`config.mk`:
```
export PLATFORM = sky130hd
export DESIGN_NAME = deserializer
export DESIGN_NICKNAME = d
export VERILOG_FILES = /design/src/rtl/deserializer.sv
export SDC_FILE = /design/constraint.sdc
export NUM_CORES = 1
export LEC_CHECK = 0
export ABC_AREA = 1
export ABC_CLOCK_PERIOD_IN_PS = 1200
export CELL_PAD_IN_SITES_DETAIL_PLACEMENT = 1
export CELL_PAD_IN_SITES_GLOBAL_PLACEMENT = 1
export CORE_ASPECT_RATIO = 1.75
export CORE_MARGIN = 2
export CORE_UTILIZATION = 40
export DETAILED_ROUTE_END_ITERATION = 10
export DONT_BUFFER_PORTS = 1
export PLACE_DENSITY_LB_ADDON = 0.1
export SKIP_LAST_GASP = 1
export SLEW_MARGIN = 20
export SYNTH_ARGS = -nofsm -noshare
export SYNTH_HDL_FRONTEND = slang
export SYNTH_SLANG_ARGS = --single-unit
```
`constraint.sdc`:
```
create_clock -name in_clock -period 1.2 [get_ports in_clock]
set_input_delay 0.24 -clock in_clock [delete_from_list [all_inputs] [get_ports in_clock]]
set_output_delay 0.24 -clock in_clock [all_outputs]
set_load 0.01 [all_outputs]
```
`src/rtl/deserializer.sv`:
```
// MSB-first serial-to-parallel converter with a single-entry output register,
// a sticky overrun flag and a one-cycle frame-error pulse for abandoned words.
module deserializer #(
  parameter int unsigned WIDTH = 8
) (
  input  logic             in_clock,
  input  logic             in_reset_n,
  input  logic             in_bit,
  input  logic             in_enable,
  input  logic             in_start,
  input  logic             in_clear,
  output logic [WIDTH-1:0] out_data,
  output logic             out_valid,
  input  logic             out_ready,
  output logic             out_busy,
  output logic             out_overrun,
  output logic             out_frame_err
);

  localparam int unsigned CW = $clog2(WIDTH + 1);
  localparam logic [CW-1:0] LastCnt = CW'(WIDTH - 1);

  typedef enum logic {StIdle, StShift} state_e;

  state_e           state_q, state_d;
  logic [CW-1:0]    cnt_q, cnt_d;
  logic [WIDTH-1:0] sr_q, sr_d;
  logic [WIDTH-1:0] data_q, data_d;
  logic             valid_q, valid_d;
  logic             overrun_q, overrun_d;
  logic             frame_err_q, frame_err_d;

  logic             word_done;
  logic [WIDTH-1:0] word;

  // The word is assembled LSB-side, so the first bit reaches the MSB after WIDTH shifts.
  assign word = {sr_q[WIDTH-2:0], in_bit};

  always_comb begin
    state_d     = state_q;
    cnt_d       = cnt_q;
    sr_d        = sr_q;
    frame_err_d = 1'b0;
    word_done   = 1'b0;

    unique case (state_q)
      StIdle: begin
        if (in_enable && in_start) begin
          sr_d    = {{(WIDTH-1){1'b0}}, in_bit};
          cnt_d   = CW'(1);
          state_d = StShift;
        end
      end
      StShift: begin
        if (in_enable) begin
          if (cnt_q == LastCnt) begin
            // Last bit wins over a coincident in_start.
            word_done = 1'b1;
            sr_d      = '0;
            cnt_d     = '0;
            state_d   = StIdle;
          end else if (in_start) begin
            frame_err_d = 1'b1;
            sr_d        = {{(WIDTH-1){1'b0}}, in_bit};
            cnt_d       = CW'(1);
          end else begin
            sr_d  = word;
            cnt_d = cnt_q + CW'(1);
          end
        end
      end
      default: state_d = StIdle;
    endcase
  end

  always_comb begin
    data_d    = data_q;
    valid_d   = valid_q;
    overrun_d = overrun_q;

    if (in_clear) begin
      overrun_d = 1'b0;
    end

    if (word_done) begin
      if (!valid_q || out_ready) begin
        data_d  = word;
        valid_d = 1'b1;
      end else begin
        overrun_d = 1'b1;
      end
    end else if (valid_q && out_ready) begin
      valid_d = 1'b0;
    end
  end

  always_ff @(posedge in_clock or negedge in_reset_n) begin
    if (!in_reset_n) begin
      state_q     <= StIdle;
      cnt_q       <= '0;
      sr_q        <= '0;
      data_q      <= '0;
      valid_q     <= 1'b0;
      overrun_q   <= 1'b0;
      frame_err_q <= 1'b0;
    end else begin
      state_q     <= state_d;
      cnt_q       <= cnt_d;
      sr_q        <= sr_d;
      data_q      <= data_d;
      valid_q     <= valid_d;
      overrun_q   <= overrun_d;
      frame_err_q <= frame_err_d;
    end
  end

  assign out_data      = data_q;
  assign out_valid     = valid_q;
  assign out_busy      = (state_q == StShift);
  assign out_overrun   = overrun_q;
  assign out_frame_err = frame_err_q;

endmodule

```
Word level (Yosys, flattened, before mapping)
Cells that the tools add are included.
{ "totals": {"inputBits": 7, "mem_bits_rw": 0, "rom_bits": 0, "latchBits": 0, "reg_bits": 23, "memories": 0} }
{ "classes": {"n_mux": 27, "n_bitwise": 1, "mul": 0, "div_mod_pow": 0, "n_lt_le_gt_ge": 0, "n_eq_ne": 4, "n_shift": 0, "n_reduce_logical": 8, "add_sub_neg": 1} }
{ "op_table": {"columns": ["op", "count"], "rows": [
  ["$mux 7", 4],
  ["$mux 1", 16],
  ["$mux 4", 4],
  ["$pmux 7 s2", 1],
  ["$pmux 4 s2", 1],
  ["$reduce_and 2->1", 3],
  ["$add 4x1->4 const B", 1],
  ["$eq 4x3->1 const B", 1],
  ["$ne 2x2->1 const B", 2],
  ["$logic_and 1x1->1", 2],
  ["$ne 2x1->1 const B", 1],
  ["$pmux 1 s2", 1],
  ["$reduce_bool 2->1", 1],
  ["$logic_not 1->1", 1],
  ["$logic_or 1x1->1", 1],
  ["$not 1->1", 1]
]} }

Longest topological paths before layout
{ "depth": {"depth_word": 6, "mapped_depth": 6} }

Worst setup path before layout
Ideal clock, no wire load.
{ "synth_timing": {"kind": "reg-to-reg", "from": "register cnt_q[0]", "to": "register data_q[0], in the netlist out_data[0]", "arrival_ps": 1027, "slack_ps": 56, "period_less_slack_ps": 1144, "stages_incl_launch_ff": 7, "setup_time_ps": 117, "n_path_buf": 0, "cell_sequence": "dfrtp_1 -> ha_1 -> nand2_2 -> nor2_4 -> nand3_4 -> nand2_1 -> nand2_1"} }
{ "synth_between": {"elab_chain_len": 5} }
{ "synth_lines": {"columns": ["element", "line_no", "rtl"], "rows": [
  ["start, declared", "26", "logic [CW-1:0] cnt_q, cnt_d;"],
  ["start signal, assigned", "108", "cnt_q <= cnt_d;"],
  ["$eq 4x3->1", "56", "if (cnt_q == LastCnt) begin"],
  ["$mux 1", "56", null],
  ["$mux 1", "55", "if (in_enable) begin"],
  ["$mux 1", "46", "unique case (state_q)"],
  ["$reduce_and 2->1 (no source line)", null, null],
  ["end signal, assigned", "110", "data_q <= data_d;"],
  ["end, declared", "28", "logic [WIDTH-1:0] data_q, data_d;"]
]} }
No other way between the ends.
A chain may end at the register's enable or synchronous reset.

Final worst setup path
Same ends and word-level chain as after synthesis.

==> flow_metrics.tcl <==
set metrics [dict create \
    io_pins 19 \
    max-cap-violations 0 \
    crit_end "out_data[0]" \
    die_y_um 70.0 \
    power.density_nw_per_um2 1230 \
    totalPowerFinal_mw 1.50 \
    layout-drive-gt1-share_pct 19.7 \
    worstReg2RegEnd "out_data[0]" \
    min_period_ns 1.21 \
    r2r-start "cnt_q[0]" \
    setup_viol 2 \
    antenna_left 0 \
    cp_common_cell "nand2_1" \
    worstPathRequired_ns 1.35 \
    wl_per_cell_um 16.6 \
    hp-class "input port to flop" \
    syn_area_um2 995 \
    final_util_pct 52.3 \
    worst-path-max-fanout 8 \
    startpoint "cnt_q[0]" \
    critPathCaptureType "flop" \
    setup_slack_ns -0.00849 \
    std_cell_rows 23 \
    fmax_mhz 827 \
    period_share_pct 101 \
    clock_latency_ns 0.26 \
    drc 0 \
    dp.cells 142 \
    grt_max_degree 24 \
    die_w_um 41.7 \
    cts-root-buf "clkbuf_8" \
    fp.dieArea_um2 2920 \
    core_region_area_um2 2330 \
    start_util_pct 42.7 \
    dpl.hpwl_mm 1.83 \
    path_cells "ha_4 -> nand2_4 -> nor2_4 -> nand3_4 -> nand2_1 -> nand2_1" \
    path_buf_inv 0 \
    slew_headroom_pct 85.4 \
    ys_seq_area_share_pct 57.9 \
    antenna_found_initial 0 \
    cp_slowest_cell "dfrtp_1" \
    viasPerCell 5.37 \
    numCtsBuffers 3 \
    crit_family "simple AND/OR/NAND/NOR gates" \
    hold_viol_final 0 \
    tns_ns -0.0119 \
    fin_cells 152 \
    status "finished, violations left" \
    violations "negative setup slack" \
    drt_wl_total_mm 2.53 \
    synth_cell_types 19 \
    syn-num-nets 118 \
    cts_max_path_buffers 2 \
    num_vias 816 \
    arrival_ns 1.36 \
    ir_worst_vdd_uv 811 \
    leakage_nw 0.625 \
    clkTransAtPathRegs_ns 0.07 \
    fin_skew_ns 0.00281 \
    critPathLaunchType "flop" \
    regArea_um2 576 \
    cp.depth 6 \
    port_buffers 0 \
    finalWeightedCongestion 0.786 \
    ys_ff_latch 23 \
    avgSynthCellArea_um2 9.04 \
    final_cell_area_um2 1220 \
    drtIter0Drc 6 \
    grt_usage_pct 18.0 \
    r2r_setup_slack_ns -0.008 \
    synth_cells 110 \
    synthToLayoutAreaGrowth_pct 22.5 \
    htreeDepth 1 \
    rr_worst_depth 6 \
    cts_tree "done" \
    slowest_delay_ns 0.40 \
    fin_nets 136 \
    worst_slew_pin_slew_ns 0.218 \
    fillers 271 \
    yosysWarnings 0 \
    rsz0062_at_grt "true" \
    clock-sinks 23 \
    grt_pass1_vias 922 \
    hp-start "in_clear" \
    critPathKind "flop to flop" \
    antenna_cells 0 \
    grt_pass1_wl_mm 4.14 \
    placed_cell_area_um2 1080 \
    dpl_worst_slack_ns -0.0708 \
    multiInputGateArea_um2 413 \
    firstDrtPassIters 3 \
    hold_slack_ns 0.0675 \
    maxSlewViolCount 0 \
    gr-total-overflow 0 \
]
## report_power, final
part | internal (mW) | switching (mW) | total (mW)
Combinational | 0.0869 | 0.103 | 0.190
Sequential | 0.808 | 0.0341 | 0.842
Clock | 0.237 | 0.227 | 0.464
## cell usage after synthesis
master   number  area share [%]
a21oi_1       2             1.0
buf_2         1            0.50
dfrtp_1      23              58
ha_1          1             1.3
inv_1        10             3.8
inv_2         1            0.38
nand2_1      39              15
nand2_2       1            0.63
nand2_4       1             1.1
nand3_1      13             6.5
nand3_2       1             1.0
nand3_4       1             1.8
nand4_1       1            0.63
nor2_1        4             1.5
nor2_4        2             2.3
nor3_1        1            0.50
o21ai_0       3             1.5
o21ai_1       1            0.50
o22ai_1       4             2.5
## metal layers
metal,GRT usage [%],routed length (µm),vias to the layer above
li1,-,-,389
met1,19.0,953,402
met2,33.9,1430,18
met3,1.81,70,7
met4,8.96,69,0
met5,0,0,-
## cell usage in the layout (no fill, tap or decap), drive strengths merged
master / synthesis / routed
nand2: 41 / 41
nand3: 15 / 15
o22ai: 4 / 4
a21oi: 2 / 2
buf: 1 / 12
dlygate4sd3: 0 / 1
o21ai: 4 / 4
nand4: 1 / 1
clkbuf: 0 / 4
nor3: 1 / 1
nor2: 6 / 7
inv: 11 / 11
ha: 1 / 1
dfrtp: 23 / 23
## worst min-delay path by stage
stage                       end  slack (ns)  depth (start not counted)
floorplan              cnt_q[0]       -0.06                          0
global placement    out_data[0]       -0.06                          0
detailed placement  out_data[6]       -0.06                          0
CTS                 out_data[6]       -0.34                          0
global route        out_overrun        0.07                          1
finish              out_overrun        0.07                          1
## logic make-up after synthesis
kind of cell,share of synthesized area (%)
compound gates,5.53
fa+ha+maj,1.26
buf+inv,4.65
flops,57.9
simple gates,30.7
## worst register-to-register path, stage by stage, from the launching register on
cell and delay, ns:
dfrtp_1 0.40, ha_4 0.18, nand2_4 0.06, nor2_4 0.15, nand3_4 0.15, nand2_1 0.10
nand2_1 0.06
## state kept, by name, indices dropped and copies added (netlist names)
register / cells
out_overrun: 1
out_busy: 1
out_data: 8
cnt_q: 4
sr_q: 7
out_valid: 1
out_frame_err: 1
## area by class of cell
class / count / share of cell area [%]
multi-input combinational: 76 / 33.9
clock buffer: 4 / 3.70
sequential: 23 / 47.2
timing repair buffer: 13 / 9.24
inverter: 11 / 3.39
tap: 25 / 2.57
## what timing repair did
action,4_1_cts,5_1_grt
hold endpoints to repair,23,23
pin swaps,7,4
setup buffers,2,2
gates cloned,0,1
setup endpoints to repair,13,17
gates resized for setup,3,3
No activity file was read; power rests on OpenSTA's default activity.
